**src/rtl/cpu_seq_pkg.sv**
```systemverilog
// Shared types and opcode constants for the RV32I multi-cycle sequencer.
// Used by cpu_seq_ctrl, its timeout counter and the handshake interface.
package cpu_seq_pkg;

    typedef enum logic [2:0] {
        S_IDLE   = 3'd0,
        S_FETCH  = 3'd1,
        S_DECODE = 3'd2,
        S_EXEC   = 3'd3,
        S_MEM    = 3'd4,
        S_WB     = 3'd5,
        S_FAULT  = 3'd6,
        S_HALT   = 3'd7
    } state_e;

    localparam logic [6:0] OP_LOAD   = 7'b0000011;
    localparam logic [6:0] OP_STORE  = 7'b0100011;
    localparam logic [6:0] OP_BRANCH = 7'b1100011;
    localparam logic [6:0] OP_SYSTEM = 7'b1110011;

    // Branches and SYSTEM never write rd, whatever the decoder flag says.
    function automatic logic rf_wr_ok(input logic [6:0] op);
        return (op[6:2] != OP_BRANCH[6:2]) && (op[6:2] != OP_SYSTEM[6:2]);
    endfunction

endpackage

```
**src/rtl/cpu_seq_ctrl_if.sv**
```systemverilog
// Sequencer-side bundle: run/ack inputs, decoder flags, strobes and status.
// master = sequencer, slave = the memory/decoder/datapath side.
interface cpu_seq_ctrl_if #(
    parameter int CNT_W = 32
);
    logic             run;
    logic             imem_ack;
    logic             dmem_ack;
    logic [6:0]       op;
    logic             dec_regwr;
    logic             dec_memwr;
    logic             dec_memtoreg;
    logic             imem_req;
    logic             ir_we;
    logic             dmem_req;
    logic             dmem_we;
    logic             rf_we;
    logic             pc_we;
    logic             fault;
    logic             halted;
    logic [2:0]       state_o;
    logic [CNT_W-1:0] instret;

    modport master (
        input  run, imem_ack, dmem_ack, op,
        input  dec_regwr, dec_memwr, dec_memtoreg,
        output imem_req, ir_we, dmem_req, dmem_we,
        output rf_we, pc_we, fault, halted,
        output state_o, instret
    );

    modport slave (
        output run, imem_ack, dmem_ack, op,
        output dec_regwr, dec_memwr, dec_memtoreg,
        input  imem_req, ir_we, dmem_req, dmem_we,
        input  rf_we, pc_we, fault, halted,
        input  state_o, instret
    );
endinterface

```
**src/rtl/seq_timeout_cnt.sv**
```systemverilog
// Bus-wait cycle counter shared by the FETCH and MEM waits.
module seq_timeout_cnt #(
    parameter int W = 8
) (
    input  logic         clk,
    input  logic         rst,
    input  logic         clr_i,
    input  logic         en_i,
    input  logic [W-1:0] lim_i,
    output logic         expired_o
);
    logic [W-1:0] cnt_q, cnt_d;

    always_comb begin
        cnt_d = cnt_q;
        if (clr_i)     cnt_d = '0;
        else if (en_i) cnt_d = cnt_q + 1'b1;
    end

    always_ff @(posedge clk or posedge rst) begin
        if (rst) cnt_q <= '0;
        else     cnt_q <= cnt_d;
    end

    assign expired_o = (cnt_q == lim_i);
endmodule

```
**src/rtl/cpu_seq_ctrl.sv**
```systemverilog
// FETCH/DECODE/EXEC/MEM/WB sequencer with bus timeout and retire counter.
// Define CPU_SEQ_HALT_EN to make the SYSTEM opcode stop the core in HALT.
module cpu_seq_ctrl
    import cpu_seq_pkg::*;
#(
    parameter int TIMEOUT_CYC = 255,
    parameter int CNT_W       = 32
) (
    input  logic           clk,
    input  logic           rst,
    cpu_seq_ctrl_if.master bus
);
    localparam int CW = (TIMEOUT_CYC > 2) ? $clog2(TIMEOUT_CYC) : 1;
    localparam logic TMO_ON = (TIMEOUT_CYC != 0);
    localparam logic [CW-1:0] LIM =
        TMO_ON ? CW'(TIMEOUT_CYC - 1) : '0;

    state_e           state_q, state_d;
    logic [CNT_W-1:0] instret_q, instret_d;
    logic             wait_st, ack, tmo_exp, tmo;

    assign wait_st = (state_q == S_FETCH) || (state_q == S_MEM);
    assign ack     = (state_q == S_FETCH) ? bus.imem_ack : bus.dmem_ack;

    seq_timeout_cnt #(.W(CW)) u_tmo (
        .clk       (clk),
        .rst       (rst),
        .clr_i     (!wait_st),
        .en_i      (wait_st && !ack && TMO_ON),
        .lim_i     (LIM),
        .expired_o (tmo_exp)
    );

    // Ack is examined first, so an ack on the limit cycle wins.
    assign tmo = TMO_ON && tmo_exp;

    always_ff @(posedge clk or posedge rst) begin
        if (rst) begin
            state_q   <= S_IDLE;
            instret_q <= '0;
        end else begin
            state_q   <= state_d;
            instret_q <= instret_d;
        end
    end

    always_comb begin
        state_d   = state_q;
        instret_d = instret_q;
        unique case (state_q)
            S_IDLE:   if (bus.run) state_d = S_FETCH;
            S_FETCH: begin
                if (bus.imem_ack) state_d = S_DECODE;
                else if (tmo)     state_d = S_FAULT;
            end
            S_DECODE: state_d = S_EXEC;
            S_EXEC: begin
                state_d = (bus.dec_memtoreg || bus.dec_memwr) ? S_MEM : S_WB;
`ifdef CPU_SEQ_HALT_EN
                if (bus.op == OP_SYSTEM) state_d = S_HALT;
`endif
            end
            S_MEM: begin
                if (bus.dmem_ack) state_d = S_WB;
                else if (tmo)     state_d = S_FAULT;
            end
            S_WB: begin
                instret_d = instret_q + 1'b1;
                state_d   = bus.run ? S_FETCH : S_IDLE;
            end
            S_FAULT:  state_d = S_FAULT;
            S_HALT:   state_d = S_HALT;
            default:  state_d = S_IDLE;
        endcase
    end

    always_comb begin
        bus.imem_req = 1'b0;
        bus.ir_we    = 1'b0;
        bus.dmem_req = 1'b0;
        bus.dmem_we  = 1'b0;
        bus.rf_we    = 1'b0;
        bus.pc_we    = 1'b0;
        bus.fault    = 1'b0;
        bus.halted   = 1'b0;
        unique case (state_q)
            S_FETCH: begin
                bus.imem_req = 1'b1;
                bus.ir_we    = bus.imem_ack;
            end
            S_MEM: begin
                bus.dmem_req = 1'b1;
                bus.dmem_we  = bus.dec_memwr;
            end
            S_WB: begin
                bus.pc_we = 1'b1;
                bus.rf_we = bus.dec_regwr && rf_wr_ok(bus.op);
            end
            S_FAULT: bus.fault  = 1'b1;
            S_HALT:  bus.halted = 1'b1;
            default: ;
        endcase
    end

    assign bus.state_o = state_q;
    assign bus.instret = instret_q;
endmodule

```
**src/flat_wrapper.sv**
```systemverilog
// flat-port wrapper written by rule: the top's interface ports become plain ports
module cpu_seq_ctrl_flat import cpu_seq_pkg::*;
#(
    parameter int TIMEOUT_CYC = 255,
    parameter int CNT_W       = 32
)
  (clk, rst, bus_run, bus_imem_ack, bus_dmem_ack, bus_op, bus_dec_regwr, bus_dec_memwr, bus_dec_memtoreg, bus_imem_req, bus_ir_we, bus_dmem_req, bus_dmem_we, bus_rf_we, bus_pc_we, bus_fault, bus_halted, bus_state_o, bus_instret);
  cpu_seq_ctrl_if #(.CNT_W(CNT_W)) bus_i ();
  input  logic clk;
  input  logic rst;
  input wire logic [$bits(bus_i.run)-1:0] bus_run;
  input wire logic [$bits(bus_i.imem_ack)-1:0] bus_imem_ack;
  input wire logic [$bits(bus_i.dmem_ack)-1:0] bus_dmem_ack;
  input wire logic [$bits(bus_i.op)-1:0] bus_op;
  input wire logic [$bits(bus_i.dec_regwr)-1:0] bus_dec_regwr;
  input wire logic [$bits(bus_i.dec_memwr)-1:0] bus_dec_memwr;
  input wire logic [$bits(bus_i.dec_memtoreg)-1:0] bus_dec_memtoreg;
  output wire logic [$bits(bus_i.imem_req)-1:0] bus_imem_req;
  output wire logic [$bits(bus_i.ir_we)-1:0] bus_ir_we;
  output wire logic [$bits(bus_i.dmem_req)-1:0] bus_dmem_req;
  output wire logic [$bits(bus_i.dmem_we)-1:0] bus_dmem_we;
  output wire logic [$bits(bus_i.rf_we)-1:0] bus_rf_we;
  output wire logic [$bits(bus_i.pc_we)-1:0] bus_pc_we;
  output wire logic [$bits(bus_i.fault)-1:0] bus_fault;
  output wire logic [$bits(bus_i.halted)-1:0] bus_halted;
  output wire logic [$bits(bus_i.state_o)-1:0] bus_state_o;
  output wire logic [$bits(bus_i.instret)-1:0] bus_instret;
  assign bus_i.run = bus_run;
  assign bus_i.imem_ack = bus_imem_ack;
  assign bus_i.dmem_ack = bus_dmem_ack;
  assign bus_i.op = bus_op;
  assign bus_i.dec_regwr = bus_dec_regwr;
  assign bus_i.dec_memwr = bus_dec_memwr;
  assign bus_i.dec_memtoreg = bus_dec_memtoreg;
  assign bus_imem_req = bus_i.imem_req;
  assign bus_ir_we = bus_i.ir_we;
  assign bus_dmem_req = bus_i.dmem_req;
  assign bus_dmem_we = bus_i.dmem_we;
  assign bus_rf_we = bus_i.rf_we;
  assign bus_pc_we = bus_i.pc_we;
  assign bus_fault = bus_i.fault;
  assign bus_halted = bus_i.halted;
  assign bus_state_o = bus_i.state_o;
  assign bus_instret = bus_i.instret;
  cpu_seq_ctrl #(.TIMEOUT_CYC(TIMEOUT_CYC), .CNT_W(CNT_W)) u_core (.clk(clk), .rst(rst), .bus(bus_i));
endmodule
```
**config.mk**
```make
export PLATFORM = sky130hd
export DESIGN_NAME = cpu_seq_ctrl_flat
export DESIGN_NICKNAME = d
export VERILOG_FILES = /design/src/rtl/cpu_seq_pkg.sv /design/src/rtl/cpu_seq_ctrl_if.sv /design/src/rtl/seq_timeout_cnt.sv /design/src/rtl/cpu_seq_ctrl.sv /design/src/flat_wrapper.sv
export SDC_FILE = /design/constraint.sdc
export NUM_CORES = 1
export LEC_CHECK = 0
export CORE_ASPECT_RATIO = 0.75
export CORE_MARGIN = 1
export CORE_UTILIZATION = 25
export DETAILED_ROUTE_END_ITERATION = 6
export PLACE_DENSITY = 0.46
export SLEW_MARGIN = 20
export SYNTH_ARGS = -nofsm -noshare
export SYNTH_HDL_FRONTEND = slang
export SYNTH_SLANG_ARGS = --single-unit
```
**constraint.sdc**
```tcl
create_clock -name clk -period 2.2 [get_ports clk]
set_input_delay 0.33 -clock clk [delete_from_list [all_inputs] [get_ports clk]]
set_output_delay 0.33 -clock clk [all_outputs]
set_load 0.005 [all_outputs]
```
# Word-level counts from Yosys, hierarchy flattened
# Index checks and enable logic that the tools add are counted.
# word_totals
register_bits	43
input_bits	15
out_inout_bits	43
wordCells	42
# classes
n_addsub	2
n_eq_ne	12
muxes	18
reduce_logical	7
# ops
op	n
32-bit by 1-bit adder with 32-bit output (second input constant)	1
3-bit one-hot mux with 8 select lines	1
8-bit 2-to-1 mux	2
3-bit equality test (second input constant)	4
3-bit 2-to-1 mux	4
1-bit 2-to-1 mux	11
5-bit != test (second input constant)	2
8-bit by 1-bit adder with 8-bit output (second input constant)	1
8-bit equality test (second input constant)	1
3-bit by 2-bit equality test with 1-bit output (second input constant)	2
2-bit != test (second input constant)	2
3-bit by 1-bit equality test with 1-bit output (second input constant)	1
1-bit logical AND	3
3-bit zero test	1
1-bit logical OR	2
1-bit zero test	1

# Logic depth before layout (Yosys ltp)
# logic_depth
word_depth	6
mapped_depth	6
depth_no_buf	6

# Modules after synthesis
# A second synthesis with hierarchy kept.
# unflattened
cells_unflattened	214
hier_area_um2	2238.4
# by_module_without_submodules
mod	n_inst	cells_per_inst	area_each_um2	seq_area_each_um2
cpu_seq_ctrl	1	164	1760.4	875.8
seq_timeout_cnt	1	50	478.0	200.2

# Least setup slack after synthesis
# Ideal clock, no wire load.
# synth_timing
kind	register to register
from	register u_core.state_q[1], in the netlist u_core.bus.state_o[1]
to	register u_core.u_tmo.cnt_q[5]
setup_ps	78
arrival_ps	1846
required_time_ps	2122
slack_ps	276
stages_incl_launch_ff	7
path_buffers	2
period_less_slack_ps	1924
cell_sequence	dfrtp_1 buf_2 or3b_1 clkbuf_1 a21o_1 or4_1 a21oi_1
# synth_via
elab_chain_len	5
# synth_rtl
item	line	source
start: declaration	cpu_seq_ctrl.sv:18	state_e state_q, state_d;
start signal: assignment	cpu_seq_ctrl.sv:42	state_q <= state_d;
3-bit by 1-bit equality test with 1-bit output	cpu_seq_ctrl.sv:22, cpu_seq_ctrl.sv:23	
1-bit 2-to-1 mux	cpu_seq_ctrl.sv:23	assign ack = (state_q == S_FETCH) ? bus.imem_ack : bus.dmem_ack;
1-bit zero test	cpu_seq_ctrl.sv:29	.en_i (wait_st && !ack && TMO_ON),
1-bit logical AND	cpu_seq_ctrl.sv:29	
2-bit != test (no source line)	n/a	
end signal: assignment	seq_timeout_cnt.sv:22	else cnt_q <= cnt_d;
end: declaration	seq_timeout_cnt.sv:12	logic [W-1:0] cnt_q, cnt_d;
# Several ways; a longest one is shown, not always the timed one.
# A chain may end at the register's enable or synchronous reset.

# Final worst setup path
# layout_timing
from	register u_core.state_q[2], in the netlist u_core.bus.state_o[2]
to	output bus_imem_req
# layout_via
elab_chain_len	2
# layout_rtl
item	line	source
3-bit by 1-bit equality test with 1-bit output	cpu_seq_ctrl.sv:86	unique case (state_q)
1-bit 2-to-1 mux	cpu_seq_ctrl.sv:86	
end: declaration	flat_wrapper.sv:18	output wire logic [$bits(bus_i.imem_req)-1:0] bus_imem_req;
# No other way between the ends.

==> summary.txt <==
Floorplan
  – Die height: 83.77 um
  – Site Rows: 29
  – I/O pins: 58
  – Die Footprint: 9299 sq um
  – Core region area: 8563 sq um
  – Die width: 111.0 um
  – Initial Util: 26.02%

Final layout
  – Post-Layout Cell Count: 385
  – Commonest non-fill, non-tap cell in the layout: clkdlybuf4s50_1
  – Final core utilization: 36.38%
  – Share of layout cells above drive strength 1: 13.36%
  – ANT cells: 0
  – Layout area overhead: 39.81%
  – Final Cell Area: 3115 sq um
  – Final net count: 295
  – Most frequent cells in the layout: clkdlybuf4s50_1 (54), dfrtp_1 (41), nand2_1 (20)

Hold path
  – Hold Crit Class: primary input to asynchronous set/reset pin

Worst setup path
  – Bufs and invs on worst path: 2
  – CP delay by family, top: buffers and inverters
  – CP Class: register to primary output
  – R2R Setup Slk: 210 ps
  – Crit path DAT: 1780 ps
  – Worst path slowest cell: clkdlybuf4s50_1
  – CP cell instances: or3b_4, inv_1, clkdlybuf4s50_1
  – CP max FO: 9
  – Critical path capture point type: primary output
  – Largest stage delay, worst path: 500 ps
  – CP required: 1870 ps
  – Startpoint Class: register

Placement
  – Inst Count DP: 378
  – GP Congestion: 0.7742
  – Placement-stage cell area: 2955 sq um
  – DP HPWL: 3745 um
  – IO Port Bufs: 54

Clock network
  – Clock slew at reported path FFs: 60 ps
  – CTS sink count: 43
  – Clk root buf: clkbuf_16
  – Clock buffer depth: 2
  – Hold buffers post-CTS: 0
  – Insertion delay to the later sink of the worst-skew pair: 280 ps
  – H-tree levels: 2
  – Post-CTS Setup Bufs: 0
  – TritonCTS buffer count: 5
  – CTS tree: yes

Run status
  – Failing checks: DRC
  – Status: finished with violations

Drt
  – Drt first pass iters: 6
  – Vias post-DR: 1746
  – Vias per inst: 4.535
  – Final ANT Viol Nets: 0
  – DR WL/cell: 13.23 um
  – Final wirelength: 5093 um
  – Drt drc: 4
  – DR iter-0 viols: 64

Job
  – Max-cap violations: 0

Power and ir drop
  – Register share of total power: 40.8%
  – Psw: 0.0007296 W
  – Worst VDD drop: 0.5005 mV
  – Power density over the cells: 784.1 nW/um^2
  – Clock share of power: 29.8%
  – Switching Fraction: 29.87%
  – Logic pwr share: 29.3%
  – Internal Power: 0.001713 W
  – Static Leak: 1.313 nW

Logic synthesis
  – #FFs+latches synth: 43
  – Syn avg cell area: 10.61 sq um
  – Post-Synth Simple-Gate Area: 25.60%
  – Post-Synth Adder-Cell Area: 1.684%
  – Largest family of logic cells by synthesized area: simple AND/OR/NAND/NOR gates
  – Post-Syn Nets: 228
  – Compound-Gate Fraction of Synth Area: 6.401%
  – Cells after Synth: 210
  – Post-synth ARST share: 100.0%
  – Synth warn: 0
  – Post-synthesis xor/xnor area fraction: 13.36%
  – Synth Flop Type: dfrtp_1
  – Yosys cell types: 43
  – Largest area contributor in the netlist: dfrtp_1
  – Multiplexer share of the synthesized area: 0.5053%
  – Synth top area share: 48.29%
  – Top post-synthesis cells by area: dfrtp_1 (48%), xnor2_1 (7.1%), xor2_1 (6.3%)
  – Post-Syn Area: 2228 sq um
  – Sequential-to-total area share from yosys stat: 48.29%
  – Post-synth EDFFs: 0

Timing
  – Final Cycle Share: 95.83%
  – Minimum clock period: 2108 ps
  – Tightest Pin Transition: 464.4 ps
  – Fmax: 474.3 MHz
  – Max-slew violation count: 0
  – Final hold vios: 0
  – Setup Skew: 8.524 ps
  – Setup tns final: 0 ps
  – Final Setup Violations: 0
  – RSZ-0062 raised after global routing: false
  – Relative slew margins: 68.24%

Global routing
  – Largest net degree at the start of global routing: 44
  – Initial antenna violation count: 0
  – First-pass GRT wire length: 8625 um
  – Vias in the first global route: 1734
  – GRT Util Overall: 11.65%
  – Gr ovfl total: 0
-- kinds of logic (layout without fill, tap and decap cells) --
kind of cell,count (synthesis),in the layout
adders and majority gates,3,3
muxes,1,1
buffers and inverters,17,84
DFF,43,43
and+or+nand+nor,91,91
AOI/OAI and AO/OA,21,21
xor gates and xnor gates,34,34
-- worst register-to-register path, stage by stage (launching register included) --
cell,delay [ps]
dfrtp_1,420
ha_1,240
inv_1,70
or4_1,660
nor4_1,350
xor2_1,170
-- per-stage QoR --
stage                     hold slack (ps)  total power [W]  setup slack (ps)
after floorplan                     445.3         0.001317             276.3
after global placement              458.1         0.001705             127.8
after detailed placement            464.3         0.001708             83.42
after CTS                           420.1         0.002462             8.444
after global routing                429.3         0.002599             2.373
final                               400.1         0.002443             91.72
-- sequential cells by signal (all words and copies together) (netlist names) --
register,cells
u_core.u_tmo.cnt_q,8
u_core.bus.state_o,3
u_core.bus.instret,32
-- area by class of cell --
cell class,count,area [sq um]
fillers,859,5448
flip-flops and latches,43,1079
multi-input cells,150,1074
repair buffers,66,643.1
clock buffers,6,138.9
well taps,108,135.1
inverters,11,41.29
clock inverters,1,5.005
-- routing by layer --
layer  wire length, um  vias up  part of all wire (%)  global-route usage [%]
met5                 0        -                     0                       0
met4                35        0                  0.69                   3.194
met3               206        2                   4.0                   3.050
met2              2127       31                    42                   16.52
met1              2724      831                    53                   17.24
li1                  -      882                     -                       -
-- final timing paths --
path,startpoint,cells after the start,to
max in group asynchronous,rst,3,u_core.bus.state_o[2]
setup / recovery,u_core.bus.state_o[2],3,bus_imem_req
min in group clk,u_core.bus.instret[31],1,u_core.bus.instret[31]
setup reg to reg,u_core.bus.instret[0],5,u_core.bus.instret[28]
hold reg to reg,u_core.bus.instret[31],1,u_core.bus.instret[31]
hold / removal,rst,3,u_core.bus.state_o[0]
-- cell usage after synthesis, types with 2 or more instances --
library cell	number
o21ai_0	3
nand4_1	4
clkbuf_1	2
or4_4	2
a21o_1	2
a21oi_1	6
nor4_1	6
xor2_1	16
and2_1	2
nor3_1	4
and3_1	3
ha_1	3
nor2_1	12
dfrtp_1	43
o31ai_1	3
nor4_4	2
or4_1	3
and4_1	2
xnor2_1	18
nand3_1	13
or3_1	2
nand2b_1	3
o311ai_0	2
a211oi_1	2
nand2_1	20
inv_1	11
nor4_2	5
-- what timing repair did --
action,4_1_cts,5_1_grt
endpoints found under the hold margin,0,0
setup endpoints to repair,1,2
cloned,0,0
gates resized for setup,2,4
-- power groups by stage --
stage | sequential (W) | combinational [W] | clock, W
finish | 0.000997 | 0.000717 | 0.000729
global route | 0.00101 | 0.000803 | 0.000782
CTS | 0.000995 | 0.000717 | 0.000749
detailed placement | 0.00100 | 0.000704 | 0
global placement | 0.00100 | 0.000702 | 0
floorplan | 0.000985 | 0.000332 | 0
No activity file was read; power rests on OpenSTA's default activity.
